--- config.mk ---
export PLATFORM = sky130hd
export DESIGN_NAME = lzx_serial_cmp
export DESIGN_NICKNAME = d
export VERILOG_FILES = /design/src/rtl/lzx_cmp_pkg.sv /design/src/rtl/lzx_74HC85.sv /design/src/rtl/lzx_serial_cmp.sv
export SDC_FILE = /design/constraint.sdc
export NUM_CORES = 1
export LEC_CHECK = 0
export ABC_AREA = 0
export CORE_MARGIN = 3
export CORE_UTILIZATION = 38
export DETAILED_ROUTE_END_ITERATION = 10
export GPL_TIMING_DRIVEN = 0
export PLACE_DENSITY = 0.7
export REMOVE_ABC_BUFFERS = 1
export SYNTH_ARGS = -nofsm -noshare
export SYNTH_HDL_FRONTEND = slang
export SYNTH_HIERARCHICAL = 1
export SYNTH_SLANG_ARGS = --single-unit
export TNS_END_PERCENT = 1
--- constraint.sdc ---
create_clock -name clk -period 3.7 [get_ports clk]
set_input_delay 0.555 -clock clk [delete_from_list [all_inputs] [get_ports clk]]
set_output_delay 0.555 -clock clk [all_outputs]
set_load 0.01 [all_outputs]
--- src/rtl/lzx_cmp_pkg.sv ---
// -----------------------------------------------------------------------------
// lzx_cmp_pkg
//
// Shared types and constants for the nibble-serial magnitude comparator.
//
//   state_t  : FSM encoding of the serial comparator (IDLE -> RUN -> DONE).
//   casc_t   : 74HC85 cascade triple in the fixed bit order {g, e, l}.
//   CASC_GT  : A > B.
//   CASC_EQ  : A = B. This is the seed for a fresh comparison, because an
//              all-equal operand must resolve to "equal".
//   CASC_LT  : A < B.
//   is_one_hot(): true when exactly one cascade bit is set.
// -----------------------------------------------------------------------------
package lzx_cmp_pkg;

  typedef enum logic [1:0] {
    ST_IDLE = 2'd0,
    ST_RUN  = 2'd1,
    ST_DONE = 2'd2
  } state_t;

  typedef struct packed {
    logic g;
    logic e;
    logic l;
  } casc_t;

  localparam casc_t CASC_GT = 3'b100;
  localparam casc_t CASC_EQ = 3'b010;
  localparam casc_t CASC_LT = 3'b001;

  // The serial loop only ever loads CASC_EQ or a comparator output that was
  // computed from a one-hot input, so this holds for every cycle.
  function automatic logic is_one_hot(input casc_t c);
    return (c == CASC_GT) || (c == CASC_EQ) || (c == CASC_LT);
  endfunction

endpackage : lzx_cmp_pkg

--- src/rtl/lzx_74HC85.sv ---
// -----------------------------------------------------------------------------
// lzx_74HC85
//
// Combinational model of one 4-bit 74HC85 magnitude comparator stage.
//
// Ports:
//   A, B            in  4 : operand nibbles, bit 3 is the MSB.
//   IA_g/IA_e/IA_l  in  1 : cascade inputs from the lower-order stage.
//   QA_g/QA_e/QA_l  out 1 : cascade outputs toward the higher-order stage.
//
// An unequal nibble decides the result on its own. An equal nibble passes
// the cascade inputs through. The multi-high and all-low input rows follow
// the device truth table, so this stage is a faithful drop-in for the part.
// -----------------------------------------------------------------------------
module lzx_74HC85 (
  input  logic [3:0] A,
  input  logic [3:0] B,
  input  logic       IA_g,
  input  logic       IA_e,
  input  logic       IA_l,
  output logic       QA_g,
  output logic       QA_e,
  output logic       QA_l
);

  always_comb begin
    // NOTE: every output gets a default before any branch, so no path through
    // this block can leave a value unassigned and infer a latch.
    QA_g = 1'b0;
    QA_e = 1'b0;
    QA_l = 1'b0;

    if (A > B) begin
      QA_g = 1'b1;
    end else if (A < B) begin
      QA_l = 1'b1;
    end else if (IA_e) begin
      QA_e = 1'b1;
    end else begin
      // Truth table for equal nibbles with IA_e low:
      //   g only -> g,   l only -> l,   g and l -> none,   neither -> g and l.
      QA_g = ~IA_l;
      QA_l = ~IA_g;
    end
  end

endmodule : lzx_74HC85

--- src/rtl/lzx_serial_cmp.sv ---
// -----------------------------------------------------------------------------
// lzx_serial_cmp
//
// Nibble-serial magnitude comparator. A and B arrive one nibble per beat,
// least-significant nibble first. A single 74HC85 stage is reused: its
// outputs are registered and fed back into its own cascade inputs, so this
// block drives the cascade inputs the way a lower-order stage would. Because
// an unequal nibble overrides the cascade and an equal one passes it through,
// the last (most significant) unequal nibble decides the result.
//
// Parameters:
//   NIBBLES : operand width in nibbles (>= 1).
//   CW      : beat counter width. It is derived from NIBBLES; leave the
//             default in place.
//
// Ports:
//   clk          in  1 : clock, rising edge.
//   rst          in  1 : asynchronous active-high reset.
//   start        in  1 : begin a comparison; only sampled in IDLE.
//   in_valid     in  1 : a_nib/b_nib carry a beat.
//   in_ready     out 1 : beat accepted this cycle if in_valid; RUN only.
//   a_nib, b_nib in  4 : current operand nibbles.
//   busy         out 1 : comparison in progress (RUN or DONE).
//   done         out 1 : one-cycle pulse; res_* is final.
//   res_g/e/l    out 1 : one-hot result, held until the next final beat.
// -----------------------------------------------------------------------------
module lzx_serial_cmp
  import lzx_cmp_pkg::*;
#(
  parameter int NIBBLES = 4,
  parameter int CW      = $clog2(NIBBLES) + 1
) (
  input  logic       clk,
  input  logic       rst,
  input  logic       start,
  input  logic       in_valid,
  output logic       in_ready,
  input  logic [3:0] a_nib,
  input  logic [3:0] b_nib,
  output logic       busy,
  output logic       done,
  output logic       res_g,
  output logic       res_e,
  output logic       res_l
);

  localparam logic [CW-1:0] LAST_BEAT = CW'(NIBBLES - 1);

  state_t        state;
  logic [CW-1:0] beat_cnt;
  casc_t         casc;
  casc_t         stage_q;
  logic          beat_acc;

  // The single reused comparator stage. Its cascade inputs come from the
  // registered result of the previous beat.
  lzx_74HC85 u_stage (
    .A    (a_nib),
    .B    (b_nib),
    .IA_g (casc.g),
    .IA_e (casc.e),
    .IA_l (casc.l),
    .QA_g (stage_q.g),
    .QA_e (stage_q.e),
    .QA_l (stage_q.l)
  );

  // in_ready is registered and is high exactly in RUN, so it doubles as the
  // state qualifier for the handshake.
  assign beat_acc = in_valid && in_ready;

  // FSM, beat counter, cascade register and result, with registered outputs.
  always_ff @(posedge clk or posedge rst) begin
    if (rst) begin
      // NOTE: sequential state uses non-blocking assignments only, so every
      // register samples pre-edge values regardless of statement order.
      state    <= ST_IDLE;
      beat_cnt <= '0;
      casc     <= CASC_EQ;
      in_ready <= 1'b0;
      busy     <= 1'b0;
      done     <= 1'b0;
      res_g    <= 1'b0;
      res_e    <= 1'b1;
      res_l    <= 1'b0;
    end else begin
      case (state)
        ST_IDLE: begin
          // A beat presented together with start is not accepted, because
          // in_ready is still low in this cycle.
          if (start) begin
            state    <= ST_RUN;
            beat_cnt <= '0;
            casc     <= CASC_EQ;
            in_ready <= 1'b1;
            busy     <= 1'b1;
          end
        end

        ST_RUN: begin
          if (beat_acc) begin
            casc     <= stage_q;
            beat_cnt <= beat_cnt + 1'b1;
            if (beat_cnt == LAST_BEAT) begin
              res_g    <= stage_q.g;
              res_e    <= stage_q.e;
              res_l    <= stage_q.l;
              state    <= ST_DONE;
              in_ready <= 1'b0;
              done     <= 1'b1;
            end
          end
        end

        ST_DONE: begin
          state <= ST_IDLE;
          done  <= 1'b0;
          busy  <= 1'b0;
        end

        default: begin
          state    <= ST_IDLE;
          in_ready <= 1'b0;
          busy     <= 1'b0;
          done     <= 1'b0;
        end
      endcase
    end
  end

  // The feedback loop must never leave the one-hot set. The 74HC85
  // multi-high rows are then unreachable.
  always @(posedge clk) begin
    if (!rst) begin
      assert (is_one_hot(casc))
        else $error("cascade register not one-hot: %b", casc);
    end
  end

endmodule : lzx_serial_cmp

---- Word level (Yosys, flattened, before mapping) ----
Index checks and enable logic that the tools add are counted.
cells by class
  add/sub/neg operators ................... 1
  bitwise logic cells ..................... 5
  mux-type cells .......................... 27
  order comparisons ....................... 2
  equal/unequal tests ..................... 6
  reductions and logical operators ........ 9
operator list
  operator             count
  $mux 1               14
  $mux 3               4
  $pmux 3 s2           2
  $reduce_and 3->1     4
  $mux 2               3
  $ne 2x2->1 const B   3
  $not 1->1            5
  $gt 4x4->1           1
  $lt 4x4->1           1
  $pmux 1 s2           2
  $pmux 2 s2           1
  $reduce_and 4->1     1
  $add 3x1->3 const B  1
  $eq 3x2->1 const B   1
  $pmux 1 s3           1
  $eq 2x1->1 const B   1
  $eq 2x2->1 const B   1
  $logic_not 2->1      1
  $reduce_and 2->1     1
  $reduce_bool 2->1    1
  $logic_and 1x1->1    1
storage, ports and cells
  output and inout port bits .............. 6
  word-level logic and storage cells ...... 61
  bits in registers ....................... 14
  bits of input ports ..................... 12

---- Logic depth before layout (Yosys ltp) ----
  depth in word-level cells ............... 6
  gate-level depth with buffers ........... 7
  depth with buffers taken out ............ 7

---- Cells and area by module ----
Netlist, hierarchy kept.
modules (own cells, without submodules)
  module          instances  cells each  area an instance (sq um)  seq. area each (sq um)
  lzx_serial_cmp  1          45          588.1                     352.8
  lzx_74HC85      1          19          136.4                     0.0

---- Least setup slack after synthesis ----
OpenSTA, ideal clock, no wires.
  kind .................................... input to register
  from .................................... input b_nib[1]
  to ...................................... register res_l
  library setup time ...................... 0.125 ns
  stages .................................. 6
  required time ........................... 3.575 ns
  path buffers ............................ 0
  slack ................................... 2.062 ns
  arrival time ............................ 1.513 ns
  cells stage by stage .................... inv_1 -> ha_1 -> nor2b_1 -> o211ai_2 -> a21o_1 -> mux2_2
RTL lines
  what                  line                   source
  from (decl)           lzx_serial_cmp.sv:39   input logic [3:0] b_nib,
  to (signal assigned)  lzx_serial_cmp.sv:107  res_l <= stage_q.l;
  to (decl)             lzx_serial_cmp.sv:44   output logic res_l

==> summary.md <==
| Metric | Value |
|---|---|
| Max Fclk | 527 MHz |
| Final layout net count | 104 |
| GR Util All Layers | 12.0% |
| CTS buffer count | 3 |
| Initial antenna violation count | 0 |
| Largest net degree at the start of global routing | 15 |
| Post-Syn Instances | 64 |
| Routed vias/inst | 4.90 |
| Clock slew at reported path FFs | 0.08 ns |
| Root buffer cell | clkbuf_4 |
| Chip height | roughly 50 um |
| Worst Max-Slew Pin Slew | slightly above 0.5 ns |
| Vias in the first global route | 565 |
| R2r worst-path depth | 5 |
| DP HPWL | ~1.0 mm |
| CP peak stage delay | 0.45 ns |
| ANT cells | 0 |
| Power Density | 599 nW/um2 |
| Tcrit/Tclk final | between 50 and 60% |
| Number of synthesized register bits | 14 |
| CTS tree | done |
| Layout area overhead | 31.4% |
| Synth cell types | 25 |
| Crit Path Category | in -> reg |
| LEAKAGE | 0.435 nW |
| Vias | 539 |
| CP Max Fanout | 3 |
| H-tree levels | 1 |
| Status | finished, final reports clean |
| IO Port Bufs | 17 |
| Final setup viols | 0 |
| CP Launch Type | input port |
| Final hold violation count | 0 |
| DRT Pass-1 Iters | 4 |
| Commonest non-fill, non-tap cells in the layout | 17 x clkdlybuf4s50_1, 12 x dfrtp_1, 10 x inv_1 |
| CTS Buffer Depth | 2 |
| Die Wd | just under 50 um |
| Initial detailed-routing violation count | 6 |
| Cell Area, Synth | 724 um2 |
| Syn avg cell area | 11.3 um2 |
| Worst Hold Class | reg -> reg |
| Core Util, Final | 54.0% |
| Row count | 15 |
| # clock sinks | 14 |
| Num ports | 18 |
| Drt drc | 0 |
| M2 GR Usage | 19.6% |
| Final Slew Violations | 0 |
| Post-layout minimum cycle time | 1.90 ns |
| Hold Crit Depth | 2 |
| Internal reg-to-reg setup slack | 2.12 ns |
| Die ar. | 2470 um2 |
| Sequential share of the synthesized area | 48.7% |
| Initial Util | 41.1% |
| Critical Path, Cell by Cell | clkdlybuf4s50_1 -> inv_1 -> ha_1 -> a21oi_1 -> a21oi_1 -> mux2_2 |
| Grt met1 use | 14.3% |
| Postcts setup bufs | 0 |
| Final setup TNS | 0 ns |
| # resized after CTS | 0 |
| R2r endpoint | res_l |
| Worst reg2reg startpoint | beat_cnt[0] |
| Slew headroom | 65.6% |
| Detailed Route WL | 1.26 mm |
| WHS Endpoint | casc[1] |
| GR Overflow Total | 0 |
| Worst endpoint required time | 3.87 ns |
| Placer Congestion | 0.776 |
| Synth warnings | 6 |
| RSZ-0062 raised after global routing | no |
| First-pass GRT wire length | 2.28 mm |
| Commonest non-fill, non-tap cell in the layout | clkdlybuf4s50_1 |
| Wirelength per Cell | 11.5 um |
| CTS Hold Bufs | 0 |
| CP most frequent cell | a21oi_1 |
| Worst hold start | casc[1] |
| Skew-Pair Late Insertion Delay | 0.27 ns |
| Clk_skew | roughly 0.0017 ns |
| M3 GR Usage | 5.44% |
| Slowest cell on the critical path | clkdlybuf4s50_1 |
| Max-cap viol count | 0 |
| Arr. time, crit path | 2.06 ns |
| Crit end category | flip-flop |
| VDD IR max | 0.355 mV |
| Grt peak-use layer | met2 |
| CORE AREA | 1760 um2 |
| Post-route ant nets | 0 |
| Layout cells sized above 1 | between 10% and 20% |
## through the flow
stage | power (mW) | hold WS (ns) | cell area (um2) | setup slack (ns) | std cells
global route | 0.617 | 0.519 | 952 | 1.72 | 110
floorplan | 0.396 | 0.443 | 724 | 2.06 | 64
finish | 0.571 | 0.486 | 952 | 1.80 | 110
detailed placement | 0.485 | 0.475 | 926 | 1.49 | 106
global placement | 0.478 | 0.465 | 926 | 1.53 | 106
CTS | 0.577 | 0.488 | 952 | 1.80 | 110
## per-layer routing
layer | routed length [um] | vias to the layer above
li1 | - | 267
met1 | 561 | 260
met2 | 625 | 12
met3 | 78 | 0
met4 | 0 | 0
met5 | 0 | -
## cells by family (layout without fill, tap and decap cells)
| kind of cell | count (synthesis) | in the layout | share of synthesized area [%] |
|---|---|---|---|
| adders and majority gates | 6 | 6 | 10.4 |
| and+or+nand+nor | 14 | 14 | 13.1 |
| muxes | 4 | 4 | 6.22 |
| AOI/OAI and AO/OA | 16 | 16 | 16.4 |
| buffers and inverters | 10 | 31 | 5.18 |
| DFF | 14 | 14 | 48.7 |
## sequential cells by signal, indices dropped and copies added (netlist names)
signal and flops:
beat_cnt 3, casc 3, state 2, busy 1, done 1, in_ready 1, res_e 1, res_g 1
res_l 1
## worst max path at each step
stage / end / cells past startpoint / slack (ns) / start
2_1_floorplan: res_l / 6 / 2.06 / b_nib[1]
3_3_place_gp: res_g / 6 / 1.53 / b_nib[3]
6_report: res_g / 6 / 1.80 / b_nib[3]
3_5_place_dp: res_g / 6 / 1.49 / b_nib[3]
4_1_cts: res_g / 6 / 1.80 / b_nib[3]
5_1_grt: res_g / 7 / 1.72 / b_nib[1]
## critical path, delay by kind of cell
kind | cells | cell delay [ns]
muxes | 1 | 0.28
adders and majority gates | 1 | 0.31
AOI/OAI and AO/OA | 2 | 0.43
buffers and inverters | 2 | 0.49
## cell usage after synthesis
library cell  instances  share of area, %
dfrtp_1              12                41
inv_1                10               5.2
a21oi_1               6               4.1
ha_1                  6                10
mux2_2                4               6.2
a22o_1                3               3.6
nor2_1                3               1.6
dfstp_2               2               7.3
nand2_1               2               1.0
a211oi_2              1               1.7
a21o_1                1               1.0
a21o_2                1               1.2
and4_2                1               1.4
nand2b_1              1              0.86
nand3_1               1              0.69
nand3_2               1               1.4
nand4_1               1              0.86
nand4b_1              1               1.2
nor2b_1               1              0.86
nor3_1                1              0.69
nor3b_4               1               2.6
o211ai_2              1               1.7
o21a_1                1               1.0
o21ai_0               1              0.69
o2bb2ai_1             1               1.2
## final cells by class
| cell class | count | area, um2 |
|---|---|---|
| clock buffers | 4 | 26.3 |
| fillers | 173 | 812 |
| inverters | 10 | 37.5 |
| multi-input cells | 40 | 334 |
| flip-flops and latches | 14 | 353 |
| well taps | 25 | 31.3 |
| repair buffers | 17 | 170 |
## power breakdown
group | leakage (nW) | switching [mW] | internal [mW]
sequential | 0.165 | 0.0426 | 0.217
combinational | 0.256 | 0.0920 | 0.130
clock | 0.0150 | 0.0475 | 0.0418
Note: power is estimated with default switching activity, not from simulation.
